## src/rtl/key_code_capture.sv

```systemverilog
// Key-bank front end: synchronises raw keys, detects fresh presses, encodes each
// press to a symbol and packs DIGITS symbols into a code word with valid/ack.
module key_code_capture #(
  parameter int N_KEYS = 4,
  parameter int SYM_W  = 2,
  parameter int DIGITS = 4
) (
  input  logic                           clk,
  input  logic                           rst_n,
  input  logic [N_KEYS-1:0]              keys,
  input  logic                           clear,
  input  logic                           ack,
  output logic [SYM_W-1:0]               sym,
  output logic                           sym_valid,
  output logic                           multi_err,
  output logic                           drop_err,
  output logic [DIGITS*SYM_W-1:0]        code,
  output logic [$clog2(DIGITS+1)-1:0]    count,
  output logic                           code_valid
);

  localparam int CNT_W = $clog2(DIGITS + 1);

  typedef enum logic {
    COLLECT = 1'b0,
    FULL    = 1'b1
  } state_e;

  state_e state, state_next;

  logic [N_KEYS-1:0]       sync1, sync2, hist;
  logic                    press, multi;
  logic [SYM_W-1:0]        idx;

  logic [SYM_W-1:0]        sym_next;
  logic                    sym_valid_next, multi_err_next, drop_err_next;
  logic [DIGITS*SYM_W-1:0] code_next;
  logic [CNT_W-1:0]        count_next;
  logic                    code_valid_next;

  // Synchroniser and history reset to all-ones so a key held through reset
  // release never looks like a fresh press.
  always_ff @(posedge clk or negedge rst_n) begin
    if (!rst_n) begin
      sync1 <= '1;
      sync2 <= '1;
      hist  <= '1;
    end else begin
      // NOTE: non-blocking assignments make the three stages shift together;
      // blocking ones would collapse the chain into a single flop.
      sync1 <= keys;
      sync2 <= sync1;
      hist  <= sync2;
    end
  end

  assign press = (sync2 != '0) && (hist == '0);
  assign multi = |(sync2 & (sync2 - N_KEYS'(1)));

  // Highest set index wins: later iterations override earlier ones.
  always_comb begin
    idx = '0;
    for (int i = 0; i < N_KEYS; i++) begin
      if (sync2[i]) idx = SYM_W'(i);
    end
  end

  always_comb begin
    // NOTE: every variable gets a default first so no path leaves it
    // unassigned, which would otherwise infer a latch.
    state_next      = state;
    sym_next        = sym;
    sym_valid_next  = 1'b0;
    multi_err_next  = 1'b0;
    drop_err_next   = 1'b0;
    code_next       = code;
    count_next      = count;
    code_valid_next = code_valid;

    if (clear) begin
      state_next      = COLLECT;
      code_next       = '0;
      count_next      = '0;
      code_valid_next = 1'b0;
    end else begin
      unique case (state)
        COLLECT: begin
          if (press) begin
            if (multi) begin
              multi_err_next = 1'b1;
            end else begin
              for (int k = 0; k < DIGITS; k++) begin
                if (count == CNT_W'(k)) code_next[k*SYM_W +: SYM_W] = idx;
              end
              sym_next       = idx;
              sym_valid_next = 1'b1;
              count_next     = count + CNT_W'(1);
              if (count == CNT_W'(DIGITS - 1)) begin
                code_valid_next = 1'b1;
                state_next      = FULL;
              end
            end
          end
        end
        FULL: begin
          // A press while full is reported but never stored, even on the ack edge.
          if (press) begin
            if (multi) multi_err_next = 1'b1;
            else       drop_err_next  = 1'b1;
          end
          if (ack) begin
            code_next       = '0;
            count_next      = '0;
            code_valid_next = 1'b0;
            state_next      = COLLECT;
          end
        end
        default: state_next = COLLECT;
      endcase
    end
  end

  always_ff @(posedge clk or negedge rst_n) begin
    if (!rst_n) begin
      state      <= COLLECT;
      sym        <= '0;
      sym_valid  <= 1'b0;
      multi_err  <= 1'b0;
      drop_err   <= 1'b0;
      code       <= '0;
      count      <= '0;
      code_valid <= 1'b0;
    end else begin
      state      <= state_next;
      sym        <= sym_next;
      sym_valid  <= sym_valid_next;
      multi_err  <= multi_err_next;
      drop_err   <= drop_err_next;
      code       <= code_next;
      count      <= count_next;
      code_valid <= code_valid_next;
    end
  end

endmodule

```

## config.mk

```make
export PLATFORM = sky130hd
export DESIGN_NAME = key_code_capture
export DESIGN_NICKNAME = d
export VERILOG_FILES = /design/src/rtl/key_code_capture.sv
export SDC_FILE = /design/constraint.sdc
export NUM_CORES = 1
export LEC_CHECK = 0
export CORE_MARGIN = 2
export CORE_UTILIZATION = 40
export CTS_BUF_LIST = sky130_fd_sc_hd__clkbuf_8 sky130_fd_sc_hd__clkbuf_16
export CTS_CLUSTER_DIAMETER = 40
export DETAILED_ROUTE_END_ITERATION = 12
export HOLD_SLACK_MARGIN = 0.1
export MAX_ROUTING_LAYER = met4
export PLACE_DENSITY_LB_ADDON = 0.15
export SLEW_MARGIN = 25
export SYNTH_ARGS = -nofsm -noshare
export SYNTH_HDL_FRONTEND = slang
export SYNTH_SLANG_ARGS = --single-unit
```

## constraint.sdc

```tcl
create_clock -name clk -period 4.1 [get_ports clk]
set_input_delay 0.82 -clock clk [delete_from_list [all_inputs] [get_ports clk]]
set_output_delay 0.82 -clock clk [all_outputs]
set_load 0.01 [all_outputs]
```

# After elaboration in Yosys (flattened, before gate mapping)
# Index checks and enable logic that the tools add are counted.
# Widths: inputs -> output; s select.
[classes]
reduce_logical = 11
n_eq_ne = 10
n_bitwise = 4
add_sub_neg = 2
mux = 38
[op_table]
columns = ["cell", "n"]
rows = [
  ["$mux 8", 4],
  ["$ne 3x3->1 const B", 7],
  ["$mux 1", 20],
  ["$reduce_and 4->1", 5],
  ["$pmux 8 s2", 1],
  ["$mux 2", 6],
  ["$mux 3", 4],
  ["$eq 3x2->1 const B", 2],
  ["$pmux 3 s2", 1],
  ["$and 4x4->4", 1],
  ["$logic_not 4->1", 1],
  ["$pmux 1 s2", 2],
  ["$reduce_bool 4->1", 1],
  ["$reduce_or 4->1", 1],
  ["$sub 4x1->4 const B", 1],
  ["$add 3x1->3 const B", 1],
  ["$eq 3x1->1 const B", 1],
  ["$logic_not 3->1", 1],
  ["$not 1->1", 3],
  ["$reduce_and 3->1", 1],
  ["$logic_and 1x1->1", 1],
]
[totals]
in_bits = 8
elab_cells = 79
out_inout_bits = 17
ff_bits = 30

# Depth between registers and ports, before layout
# Gate-level depths: netlist of run 1.
[logic_depth]
depth_word = 8
mapped_depth = 5
mapped_depth_nobuf = 5

# Least setup slack after synthesis of run 1
# Ideal clock, no wire load.
[synth_timing]
path_type = "register to register"
startpoint = "register hist[1]"
endpoint = "register sym[1]"
synth_period_minus_slack_ns = 1.859
required_ns = 3.975
t_arrival_ns = 1.734
n_path_buf = 1
setup_ns = 0.125
path_slack_ns = 2.241
path_stages_with_launch = 6
path_cell_list = "dfstp_2 or4_4 or2_0 buf_6 nor3_4 mux2_4"
[synth_between]
elab_chain_len = 3
[synth_rtl]
columns = ["element", "line", "rtl"]
rows = [
  ["start: declaration", "31", "logic [N_KEYS-1:0] sync1, sync2, hist;"],
  ["start signal: assignment", "53", "hist <= sync2;"],
  ["$logic_not 4->1", "57", "assign press = (sync2 != '0) && (hist == '0);"],
  ["$logic_and 1x1->1", "57", ""],
  ["$reduce_and 4->1 (no line)", "-", ""],
  ["end signal: assignment", "135", "sym <= sym_next;"],
  ["end: declaration", "13", "output logic [SYM_W-1:0] sym,"],
]
# No other way between the ends.
# A chain may end at the register's enable or synchronous reset.

# Final worst setup path of run 1
[layout_timing]
startpoint = "input port clear"
endpoint = "register sym[1]"
[layout_between]
elab_chain_len = 2
[layout_rtl]
columns = ["element", "line", "rtl"]
rows = [
  ["start: declaration", "11", "input logic clear,"],
  ["$not 1->1 (no line)", "-", ""],
  ["$reduce_and 4->1 (no line)", "-", ""],
]
# No other way between the ends.

==> results of run 1 <==
-- per-layer routing --
| layer | up-vias | wire length [um] |
|---|---|---|
| met5 | - | 0 |
| met3 | 7 | 177 |
| li1 | 397 | - |
| met4 | 0 | 75 |
| met2 | 28 | 1043 |
| met1 | 396 | 1086 |
-- cell families (layout without fill, tap and decap cells) --
kind of cell,after synthesis,in the layout
DFF,30,30
AOI/OAI and AO/OA,22,22
and+or+nand+nor,21,21
buffers and inverters,9,39
adders and majority gates,6,6
muxes,3,3
xor gates and xnor gates,1,1
-- final timing paths --
check                           slack, ns  cells past startpoint  endpoint     start
worst max register to register       2.03                      4    sym[1]   hist[1]
worst min register to register       0.36                      0  sync2[2]  sync1[2]
min in group asynchronous            0.50                      1    sym[0]     rst_n
max in group asynchronous            3.02                      2  sync1[2]     rst_n
worst min-delay path                 0.36                      0  sync2[2]  sync1[2]
worst max-delay path                 1.89                      4    sym[1]     clear
-- layout make-up --
cell class,instances,area share
clock buffer,5,0.04077
clock inverter,3,0.02669
inverter,6,0.01334
multi-input combinational,53,0.2891
sequential,30,0.4537
tap,44,0.03262
timing repair buffer,25,0.1438
-- registers in the layout, summed over array words and instances (netlist names) --
register and flops:
code 8, multi_err 1, state 1, sym 2
drop_err 1, sync1 4, sym_valid 1, sync2 4
count 3, code_valid 1, hist 4
-- cell usage after synthesis (all sizes together) --
library cell   n
a22o           7
or2            2
or3            1
clkbuf         1
inv            6
nor4           1
nor4b          3
nor3           4
mux2i          1
xor2           1
a21o           2
a211o          1
buf            2
a32o           2
o311ai         1
a21oi          4
nor2           3
ha             5
nand3          1
maj3           1
o31ai          1
a31oi          3
nor2b          3
mux2           2
nor3b          2
a211oi         1
dfstp         12
or4            1
dfrtp         18
-- worst register-to-register path, stage by stage, from the launching register on --
cell	delay, ns
dfstp_2	0.36
or4_4	0.54
or2_0	0.42
nor3_4	0.31
mux2_4	0.33
-- stage by stage --
| step | total power, uW | setup WS [ns] | cells | hold WS [ns] |
|---|---|---|---|---|
| floorplan | 346.3 | 2.241 | 92 | 0.3452 |
| global placement | 372.3 | 1.630 | 158 | 0.3457 |
| detailed placement | 373.7 | 1.570 | 158 | 0.3468 |
| CTS | 677.2 | 1.887 | 166 | 0.3569 |
| global route | 691.7 | 1.784 | 166 | 0.3589 |
| finish | 666.2 | 1.885 | 166 | 0.3564 |
-- power by group --
group / internal, uW / switching (uW) / leakage [uW]
combinational: 23.8 / 24.8 / 0.000274
clock: 180 / 118 / 0.0000504
sequential: 311 / 7.91 / 0.000372
total: 515 / 151 / 0.000697
==> impl_metrics.toml, run 1 <==
[floorplanning]
dieHeight_um = 61.09
core_um2 = 3078
start_util = 0.4236
io_pins = 25
fp.dieW_um = 61.09
rows = 20
die_area_um2 = 3732

[placed_design]
gp_congestion = 0.7586
port_buffers = 24
place_area_um2 = 1579
dp_hpwl_mm = 1.691

[synthesis]
synth_fa_ha_area_frac = 0.05566
yosysSeqAreaShare = 0.5873
synthCells = 92
synth_compound_area_frac = 0.1411
synth_top_area_cell = "dfrtp_1"
synth_top_family_by_area = "simple AND/OR/NAND/NOR gates"
syn_nets = 105
synth-simple-area-share = 0.1430
synth_xor_area_frac = 0.006718
yosysTopAreaCellShare = 0.3455
synth_cell_types = 35
avgSynthCellArea_um2 = 14.17
synth_seq_cells = 30
synth_mux_area_frac = 0.02783
synth_area_um2 = 1304
ys_warn_count = 0
ys_top_cells_by_area = "dfrtp_1, dfstp_2, ha_1"

[power]
max-vdd-ir-drop_mv = 0.1918
p_leak_uw = 0.0006967
p_per_area_nw_per_um2 = 394.7

[clock_network]
ctsResizeCount = 0
cts_root_buf = "clkbuf_8"
postCtsHoldBufs = 0
postCtsSetupBuffers = 0
cts_tree = "done"
path_clk_slew_ns = 0.07
clock_path_buffers = 2
htree_levels = 2
insertion_delay_ns = 0.29
clock_sinks = 30
numCtsBuffers = 5

[route]
wire_per_inst_um = 14.35
firstDrtPassIters = 4
ant_nets = 0
vias = 828
drc = 0
via_per_inst = 4.988
drt_iter0_markers = 29
wl_mm = 2.382

[finish]
post-route-cell-area_um2 = 1688
final_cell_mix = "clkdlybuf4s50_1, dfrtp_1, dfstp_2, inv_1"
fin_util = 0.5484
area_growth_pct = 29.46
fillers = 270
register_area_um2 = 765.7
drive_gt1_frac = 0.2869
layout.cells.most_common = "clkdlybuf4s50_1"
antennaDiodeCount = 0
final_nets = 134
multi_input_area_um2 = 488.0

[run_status]
status = "finished, final reports clean"

[timing]
tns_ns = 0
hold_violations = 0
fin_crit_ns = 2.215
maxSlewHeadroom = 0.5920
max_freq_ghz = 0.4515
setup_viol = 0
slew_viol_final = 0
rsz0062_at_grt = "no"
timing.final.crit_share = 0.5402
fin_skew_ns = 0.008426
worst_pin_slew_ns = 0.6120

[critical_path]
arrival_ns = 2.39
cp-end-kind = "flop"
cp_max_fo = 6
crit_family = "simple AND/OR/NAND/NOR gates"
slowest_stage = "clkdlybuf4s50_1"
worstPathRequired_ns = 4.27
criticalPathCategory = "primary input to flop"
critical-path-max-stage-delay_ns = 0.47
cp_cell_sequence = "clkdlybuf4s50_1 > or2_0 > nor3_4 > mux2_4"
worst-path-buf-inv = 1
worstSetupStartpointType = "primary input"

[global_route]
busiest_layer = "met2"
grt_max_degree = 24
gr-usage-met1 = 0.2038
use_met3 = 0.05882
grt_usage = 0.1638
grt_pass1_wl_mm = 3.953
overflow = 0
antenna_found_initial = 0
first_global_vias = 802
met2_usage = 0.2204

[hold_path]
hp-class = "flop to flop"

[job]
max_cap_viol_count = 0
(Power assumes the default switching activity.)
==> inputs of run 2 (changes only) <==
clock period = 1.8 ns   (was 4.1 ns; I/O delays follow)
==> run 2 against run 1 <==
  * The run now ends with setup timing left
  * Sequential power increased by 130%
  * Critical path depth increased by 1
  * Via count increased by 11%
  * Routed wire length increased by 6.7%
  * Sequential share of layout area decreased by 4.7 points
  * Global-route usage grew 0.52 points
  * Register-to-register slack got worse by 2.1 ns
  * Critical path type is now flop to flop
  * Largest cell class unchanged
  * Highest routed layer unchanged
==> impl_metrics.toml, run 2 (synthesis results as in run 1) <==
[finish]
fillers = 261
area_growth_pct = 44.34
final_cell_mix = "clkdlybuf4s50_1, buf_4, dfrtp_1, dfstp_2"
largest_register = "code"
fin_util = 0.6114
drive_gt1_frac = 0.4056
antennaDiodeCount = 0
largest_reg_flops = 8
final_nets = 155
layout.cells.most_common = "clkdlybuf4s50_1"

[clock_network]
htree_levels = 2
clock_path_buffers = 2
clock_sinks = 30
path_clk_slew_ns = 0.06
cts_root_buf = "clkbuf_8"
numCtsBuffers = 5
insertion_delay_ns = 0.28
postCtsHoldBufs = 0
cts_tree = "done"

[route]
wl_met2_mm = 1.168
wire_per_inst_um = 13.59
dr_wl_met3_um = 167
ant_nets = 0
drt_iter0_markers = 24
drc = 0
vias = 915
firstDrtPassIters = 4
top_layer_used = "met4"
wl_mm = 2.541
wl_met1_mm = 1.158
via_per_inst = 4.893

[global_route]
grt_usage = 0.1690
overflow = 0
first_global_vias = 925
grt_max_degree = 31
grt_pass1_wl_mm = 4.250
antenna_found_initial = 0

[run_status]
violations = "setup timing"
status = "complete, but fails checks"

[critical_path]
worstSetupStartpointType = "flop"
cp_max_fo = 4
criticalPathCategory = "flop to flop"
cp_cell_sequence = "or4_4 > or2_4 > buf_6 > nor4_4 > a22o_1"
cp-end-kind = "flop"
slowest_stage = "or4_4"
arrival_ns = 2.09
critical-path-max-stage-delay_ns = 0.52
worstPathRequired_ns = 2.02

[job]
max_cap_viol_count = 0

[hold_path]
hp-class = "flop to flop"

[floorplanning]
start_util = 0.4236
fp.dieW_um = 61.09
dieHeight_um = 61.09
io_pins = 25
core_um2 = 3078
rows = 20
die_area_um2 = 3732

[placed_design]
dp_hpwl_mm = 1.841
port_buffers = 24
gp_congestion = 0.7862

[timing]
worst_pin_slew_ns = 0.4445
max_freq_ghz = 0.5343
fin_crit_ns = 1.872
maxSlewHeadroom = 0.7030
timing.final.crit_share = 1.040
fin_skew_ns = 0.002280
layout_setup_ws_ns = -0.07162
rsz0062_at_grt = "yes"
setup_viol = 9
hold_violations = 0
slew_viol_final = 0

[power]
sw_frac_of_total = 0.2374
total_power_uw = 1440
p_int_uw = 1098
p_leak_uw = 0.0008111
switching_power_uw = 341.9
p_per_area_nw_per_um2 = 765.3
p_seq_frac = 0.504
max-vdd-ir-drop_mv = 0.6546
pwr-share-clk = 0.393
p_comb_frac = 0.103
==> run 2: power groups by stage <==
stage	logic (uW)	registers, uW	clock network (uW)
final	148	726	566
after global routing	163	730	609
after CTS	144	723	581
after detailed placement	142	733	0
after global placement	138	733	0
after floorplan	52.0	737	0
==> run 2: final timing paths <==
path                                  end  slack (ns)      from  cells after the start
worst min register to register   sync2[2]        0.36  sync1[2]                      0
worst max-delay path              code[0]       -0.07   hist[1]                      5
max in group asynchronous        sync2[3]        1.04     rst_n                      2
min in group asynchronous       multi_err        0.45     rst_n                      2
worst max register to register    code[0]       -0.07   hist[1]                      5
worst min-delay path             sync2[2]        0.36  sync1[2]                      0
==> run 2: critical path, delay by kind of cell (launching register included) <==
kind                   cells  cell delay (ns)
and+or+nand+nor            3             1.11
buffers and inverters      1             0.13
DFF                        1             0.36
AOI/OAI and AO/OA          1             0.21
==> run 2: final cells by class <==
type,instances,area [um2],share of cell area
Sequential cell,30,765.7,0.4069
Tap cell,44,55.05,0.02926
Clock inverter,2,12.51,0.006649
Inverter,6,22.52,0.01197
Clock buffer,6,82.58,0.04388
Multi-Input combinational cell,53,534.3,0.2839
Timing Repair Buffer,46,409.1,0.2174
==> run 2: what timing repair did <==
item / in CTS / in global routing
setup buffers: 1 / 1
resized for setup: 5 / 4
endpoints found under the hold margin: 0 / 0
setup endpoints to repair: 14 / 14
pin swaps: 7 / 9
==> run 2: per-stage QoR <==
| step | cell area, um2 | setup TNS, ns | setup WS, ns | hold WS, ns | std cells |
|---|---|---|---|---|---|
| 2_1_floorplan | 1304 | -0.05935 | -0.05935 | 0.06441 | 92 |
| 3_3_place_gp | 1729 | -0.7552 | -0.09313 | 0.3458 | 178 |
| 3_5_place_dp | 1729 | -1.119 | -0.1191 | 0.3472 | 178 |
| 4_1_cts | 1848 | -0.7806 | -0.1228 | 0.3567 | 187 |
| 5_1_grt | 1882 | -1.028 | -0.1404 | 0.3602 | 187 |
| 6_report | 1882 | -0.4106 | -0.07162 | 0.3555 | 187 |
==> run 2: per-layer routing <==
metal,up-vias,global-route usage
li1,433,-
met1,447,0.2265
met2,30,0.2371
met3,5,0.05672
met4,0,0.06522
met5,-,-
==> inputs of run 3 (changes only) <==
ABC_CLOCK_PERIOD_IN_PS = 1800   (was not set)
CTS_CLUSTER_DIAMETER = 60   (was 40)
DONT_BUFFER_PORTS = 1   (was not set)
==> run 3 against run 2 <==
  * The run now ends clean
  * Register-to-register slack better by 0.08 ns
  * Highest routed layer unchanged
  * Cell count is 12% lower
  * Via count is 6.8% lower
  * Non-clock buffer count is 23 lower
  * Global-route usage is 0.84 points lower
  * Worst setup slack better by 0.078 ns
  * Routed wire length is 3.7% lower
  * Utilization is 6.3 points lower
==> impl_metrics.toml, run 3 (synthesis results as in run 1) <==
[run_status]
status = "finished, final reports clean"

[finish]
area_growth_pct = 29.37
fin_cells = 164
largest_register = "code"
layout.cells.most_common = "dfrtp_1"
fillers = 265
largest_reg_flops = 8
fin_util = 0.5480
final_cell_mix = "dfrtp_1, buf_4, dfstp_2, inv_1, clkbuf_8"
final_nets = 132
antennaDiodeCount = 0
drive_gt1_frac = 0.4833

[route]
via_per_inst = 5.201
drt_iter0_markers = 32
wire_per_inst_um = 14.91
drc = 0
wl_mm = 2.446
firstDrtPassIters = 4
vias = 853
ant_nets = 0

[hold_path]
hold_depth = 1
min-delay-start = "clear"
hp-class = "primary input to flop"
holdPathEnd = "count[2]"

[critical_path]
slowest_stage = "dfstp_2"
rr_worst_depth = 6
ff2ff_setup_slack_ns = 0.007
cp_cell_sequence = "nor4b_2 > buf_4 > a211oi_4 > buf_12 > nor4b_4 > a22o_2"
criticalPathCategory = "flop to flop"
critical-path-max-stage-delay_ns = 0.57
r2r_end = "code[3]"
worstPathRequired_ns = 2.02
reg2reg_from = "sync2[2]"
arrival_ns = 2.01
worstSetupStartpointType = "flop"
cp_max_fo = 5
cp-end-kind = "flop"

[timing]
maxSlewHeadroom = 0.7209
worst_pin_slew_ns = 0.4187
fin_crit_ns = 1.793
slew_viol_final = 0
rsz0062_at_grt = "yes"
hold_violations = 0
fin_skew_ns = 0.007381
whs_ns = 0.1648
max_freq_ghz = 0.5577
timing.final.crit_share = 0.9962
setup_viol = 0

[clock_network]
cts_root_buf = "clkbuf_8"
cts_tree = "done"
clock_sinks = 30
clock_path_buffers = 2
numCtsBuffers = 5
path_clk_slew_ns = 0.07
htree_levels = 2
insertion_delay_ns = 0.28

[floorplanning]
dieHeight_um = 61.09
die_area_um2 = 3732
io_pins = 25
start_util = 0.4236
rows = 20
core_um2 = 3078
fp.dieW_um = 61.09

[placed_design]
dp_hpwl_mm = 1.708
gp_congestion = 0.7596
port_buffers = 0
dp_cells = 148

[power]
p_int_uw = 1076
sw_frac_of_total = 0.2373
p_leak_uw = 0.0007261
switching_power_uw = 334.9
p_comb_frac = 0.083
max-vdd-ir-drop_mv = 0.5421
p_per_area_nw_per_um2 = 836.6
pwr-share-clk = 0.400
total_power_uw = 1411
p_seq_frac = 0.517

[global_route]
overflow = 0
grt_usage = 0.1606
antenna_found_initial = 0
grt_pass1_wl_mm = 3.981
gr-usage-met1 = 0.2038
met2_usage = 0.2234
grt_max_degree = 31
busiest_layer = "met2"
use_met3 = 0.07143
first_global_vias = 831

[job]
max_cap_viol_count = 0
[run 3: changes by cell type in the layout (fill, tap and decap cells not counted), moves of 2 or more]
cell and change:
clkdlybuf4s50_1 -24, buf_4 -6, dlygate4sd3_1 +5, a21oi_1 -2, a21oi_2 +2, a31oi_1 -2
a31oi_2 +2, buf_12 +2, nor4b_2 +2, nor4b_4 -2
[run 3: routing by layer]
metal / part of all wire / up-vias
met5: 0 / -
met3: 0.072 / 5
met4: 0.016 / 0
li1: - / 392
met2: 0.47 / 24
met1: 0.45 / 432
[run 3: worst max path at each step]
stage,start,to,slack (ns),depth (start not counted)
after floorplan,hist[1],sym[1],-0.06,5
after global placement,hist[1],code[3],-0.1,4
after detailed placement,hist[1],code[3],-0.14,4
after CTS,hist[1],code[5],-0.04,4
after global routing,sync2[2],code[0],-0.07,6
final,sync2[2],code[3],0.007,6
[run 3: repair_timing]
| action | in CTS | in global routing |
|---|---|---|
| buffers inserted | 0 | 2 |
| pin swaps | 4 | 7 |
| resized for setup | 4 | 7 |
| hold buffers | 6 | 0 |
| hold endpoints to repair | 34 | 0 |
| setup endpoints to repair | 14 | 13 |
[run 3: worst max-delay path, delay by kind of cell, from the launching register on]
kind	cells	cell delay, ns
AO/OA/AOI/OAI	2	0.25
buffers and inverters	2	0.33
flip-flops	1	0.57
AND/OR/NAND/NOR	2	0.58
[run 3: per-stage QoR]
step	setup slack [ns]	cell area, um2	setup TNS [ns]
global placement	-0.09560	1456	-0.8650
global route	-0.07265	1687	-0.4800
finish	0.006842	1687	0
CTS	-0.04130	1637	-0.1139
floorplan	-0.05935	1304	-0.05935
detailed placement	-0.1417	1456	-1.343
[run 3: power groups by stage]
stage          combinational (uW)  sequential, uW  clock (uW)
6_report                      118             729         565
5_1_grt                       131             733         605
4_1_cts                       111             730         576
3_5_place_dp                 82.5             741           0
3_3_place_gp                 81.0             740           0
2_1_floorplan                52.0             737           0
[run 3: final cells by class]
| class | instances | area [um2] | area share |
|---|---|---|---|
| multi-input cells | 53 | 534.3 | 0.3168 |
| flip-flops and latches | 30 | 765.7 | 0.4540 |
| well taps | 44 | 55.05 | 0.03264 |
| inverters | 6 | 22.52 | 0.01335 |
| repair buffers | 23 | 214.0 | 0.1269 |
| clock buffers | 6 | 82.58 | 0.04896 |
| clock inverters | 2 | 12.51 | 0.007418 |
==> RTL edit 1, RTL diff (settings of run 2) <==
The parameter `N_KEYS` goes from 4 to 6.
--- a/src/rtl/key_code_capture.sv
+++ b/src/rtl/key_code_capture.sv
@@ -2,5 +2,5 @@
 // press to a symbol and packs DIGITS symbols into a code word with valid/ack.
 module key_code_capture #(
-  parameter int N_KEYS = 4,
+  parameter int N_KEYS = 6,
   parameter int SYM_W  = 2,
   parameter int DIGITS = 4
Ports: changed (resized keys); port bits go from 25 to 27. No check against the original RTL was run, so the function may have changed too.
==> RTL edit 1 against run 2 <==
  * The flow still finishes with violations (negative setup slack)
  * Count of clock-buffer cells in the layout down 1
  * Synthesized area increased by 30%
  * Sequential share of layout area is 0.63 points lower
  * Worst setup slack better by 0.036 ns
  * Cell area rose by 22%
  * Wire length grew 34%
  * Final cell count rose by 31%
  * Power grew 11%
  * Sequential cell count grew 6
  * Critical endpoint is now count[1]
  * Largest power group unchanged
==> RTL edit 1: results (changes against run 2) <==
run_status:
  outcome: "finished, violations left"
  violations: "negative setup slack"
cells_and_area:
  fill_cells: 355  # +36%
  syn_to_final_growth_pct: 35.9
  nets: 209  # +35%
  n_all_buffers: 54  # +17%
  n_clock_buffer: 5  # -1
  nonClkBufAreaFrac_pct: 22.9  # +1.2 points
  multi_input_gates: 91  # +72%
  multi_input_area_um2: 681  # +27%
  final_layout_size_suffix_gt1_share_pct: 36.9  # -3.6 points
  design.seq.count: 36  # +20%
  clkCellAreaFrac_pct: 3.80  # -1.3 points
  seq_area_um2: 923  # +21%
place:
  dp_hpwl_um: 2470  # +34%
  place.port_buffers: 26  # +8.3%
  place_congestion: 0.821  # +4.5%
  dp.cells: 231  # +30%
  place_ws_ns: -0.248  # -0.129 ns
  placed_cell_area_um2: 2140  # +24%
drt:
  wl_um: 3410  # +34%
  drt_iter0_drc: 36  # +50%
  dr.pass1.iters: 4  # unchanged
  viasPerCell: 5.08  # +3.9%
  num_vias: 1245  # +36%
sta:
  skew_ns: 0.00813  # +0.00585 ns
  setup_ws_ns: -0.0359  # +0.0357 ns
  finalSetupViolCount: 6  # -3
  setup_tns_ns: -0.0920  # +0.319 ns
  slew_headroom_pct: 70.3  # about the same
  whs_ns: 0.356  # +0.000610 ns
pwr:
  powerDensity_nw_per_um2: 691  # -9.7%
  p_clk_share_pct: 35.1  # -4.2 points
  leakagePower_nw: 1.02  # +26%
  vdd_drop_max_mv: 0.389  # -41%
  p_sw_share_pct: 24.1  # +0.36 points
hold_path:
  worstHoldStart: "sync1[5]"
  hold_end: "sync2[5]"
critical_path:
  cpPeakStageDelay_ns: 0.60  # +0.08 ns
  r2r_cells: 6  # +1
  crit_fanout: 6  # +2
  slowest_stage: "dfstp_2"
  worstSetupEndpoint: "count[1]"
  worstSetupStartpoint: "sync2[3]"
  crit_arrival_ns: 2.01  # -0.08 ns
clock_tree:
  cts_resized: 4  # -1
  postCtsSetupRepairBufs: 5  # +4
synthesis:
  ys_seq_area_share_pct: 54.5  # -4.3 points
  synth_cell_types: 44  # +26%
  yosys-top-cells-count: "dfrtp_1 (18), dfstp_2 (18), nand2_1 (9), nor2b_1 (7)"
  synthTopCellsByArea: "dfstp_2 (28%), dfrtp_1 (27%), ha_1 (3.7%), buf_6 (2.7%), nor2b_1 (2.6%)"
  synthesis.nets: 157  # +50%
  synth_flop_cell: "dfstp_2"
  avgSynthCellArea_um2: 11.9  # -16%
global_route:
  grt_pass1_vias: 1300  # +41%
  grt_max_degree: 37  # +19%
  grt_pass1_wl_um: 6190  # +46%
  grt_usage_pct: 16.7  # -0.23 points
floorplanning:
  rows: 23  # +15%
-- RTL edit 1: cell count changes after synthesis, sizes merged, moves of 5 or more --
cell	delta
o21ai	+7
nand3	+5
a31o	+6
buf	+6
dfstp	+6
nand2	+9
a22o	-7
-- RTL edit 1: kinds of logic after synthesis --
kind of cell	Yosys count	synth area share [%]
buf+inv	15	6.57
fa+ha+maj	6	4.28
compound gates	35	15.0
flops	36	54.5
xor+xnor	1	0.517
mux	2	1.18
simple gates	47	18.0
-- RTL edit 1: layer usage --
layer  GRT usage (%)  up-vias  part of all wire [%]
li1                -      609                     -
met4            5.23        0                   1.6
met2            26.1       23                    48
met1            21.3      608                    48
met5               -        -                     0
met3            4.39        5                   3.3
-- RTL edit 1: worst register-to-register path, stage by stage, from the launching register on --
cell	delay (ns)
dfstp_2	0.60
buf_12	0.13
nor4b_2	0.05
a211oi_2	0.23
o31ai_2	0.11
and3_2	0.24
a221o_1	0.37
==> RTL edit 2, RTL diff (settings of run 2) <==
Made on the original files. Make the reset (`rst_n`) synchronous in 2 clocked blocks.
--- a/src/rtl/key_code_capture.sv
+++ b/src/rtl/key_code_capture.sv
@@ -41,5 +41,5 @@
   // Synchroniser and history reset to all-ones so a key held through reset
   // release never looks like a fresh press.
-  always_ff @(posedge clk or negedge rst_n) begin
+  always_ff @(posedge clk) begin
     if (!rst_n) begin
       sync1 <= '1;
@@ -121,5 +121,5 @@
   end
 
-  always_ff @(posedge clk or negedge rst_n) begin
+  always_ff @(posedge clk) begin
     if (!rst_n) begin
       state      <= COLLECT;
Function: differs if rst_n is asserted again (counterexample within 10 cycles, from zero or initial values and one cycle with rst_n low); with rst_n held inactive, the same outputs for 10 cycles.
==> RTL edit 2 against run 2 <==
  * Wire length fell by 2.0%
  * Synthesized area fell by 3.1%
  * Worst setup slack better by 0.16 ns
  * Sequential share of layout area shrank 6.0 points
  * Non-clock buffer count is 8 lower
  * Cell area shrank 7.9%
  * Sequential cell count did not move
  * Highest routed layer unchanged
Power is not compared: it rests on default switching activity, and its combinational part moved more than twofold at a synthesized area within 25%.
==> RTL edit 2: results (changes against run 2) <==
critical_path:
  r2r_cells: 4  # -1
  rrSetupSlack_ns: 0.08  # +0.16 ns
  crit_arrival_ns: 1.89  # -0.20 ns
  worstSetupEndpoint: "count[1]"
  crit_fanout: 8  # +4
  worstSetupStartpoint: "sync2[2]"
  reg2reg_to: "count[1]"
  slowest_stage: "or4b_4"
  cpPeakStageDelay_ns: 0.54  # +0.02 ns
place:
  placed_cell_area_um2: 1620  # -6.2%
  place_ws_ns: 0.0379  # +0.157 ns
  dp.cells: 202  # +13%
global_route:
  grt_pass1_wl_um: 4370  # +2.9%
  grt_usage_pct: 17.0  # +0.078 points
  grt_pass1_vias: 1046  # +13%
sta:
  max_freq_mhz: 583  # +9.0%
  whs_ns: 0.409  # +0.0537 ns
  skew_ns: 0.00581  # +0.00353 ns
synthesis:
  synthesis.nets: 139  # +32%
  synth_flop_cell: "dfxtp_1"
  yosys.area.top_type: "dfxtp_1"
  synth_compound_area_share_pct: 6.73  # -7.4 points
  async_flop_share_pct: 0  # -100 points
  synthTopCellsByArea: "dfxtp_1 (48%), mux2i_1 (8.7%), nand2b_1 (6.4%), nand2_1 (5.0%), ha_1 (5.0%)"
  yosys-top-cells-count: "dfxtp_1 (30), nand2_1 (17), nand2b_1 (13), mux2i_1 (11)"
  ys_seq_area_share_pct: 47.5  # -11 points
  syn-instance-count: 126  # +37%
hold_path:
  whs_path_depth: 1  # +1
  hold_end: "sync2[3]"
  worstHoldStart: "sync1[3]"
clock_tree:
  postCtsSetupRepairBufs: 0  # -1
  cts_resized: 0  # -5
drt:
  wl_um: 2490  # -2.0%
  drt_iter0_drc: 23  # -4.2%
  num_vias: 969  # +5.9%
  wl_per_cell_um: 11.9  # -13%
cells_and_area:
  final_layout_size_suffix_gt1_share_pct: 18.7  # -22 points
  fin_area_um2: 1730  # -7.9%
run_status:
  outcome: "finished clean"
RTL edit 2: cell count changes in the layout (fill, tap and decap cells not counted), sizes merged, moves of 7 or more:
cell,delta
dfxtp,+30
dfrtp,-18
nand2,+17
nand2b,+13
dfstp,-12
mux2i,+10
buf,-8
a22o,-7
RTL edit 2: per-layer routing:
layer | share of wire (%) | routed length, µm | global-route usage (%) | vias to the layer above
met3 | 3.7 | 93 | 3.90 | 5
met5 | 0 | 0 | - | -
li1 | - | - | - | 505
met1 | 49 | 1220 | 20.6 | 436
met2 | 45 | 1130 | 25.8 | 23
met4 | 2.0 | 50 | 9.52 | 0
RTL edit 2: cell type report:
| cell class | instances | area share, % |
|---|---|---|
| flip-flops and latches | 30 | 34.7 |
| well taps | 44 | 3.18 |
| inverters | 5 | 1.08 |
| clock buffers | 6 | 4.77 |
| clock inverters | 2 | 0.722 |
| multi-input cells | 85 | 35.6 |
| repair buffers | 38 | 19.9 |
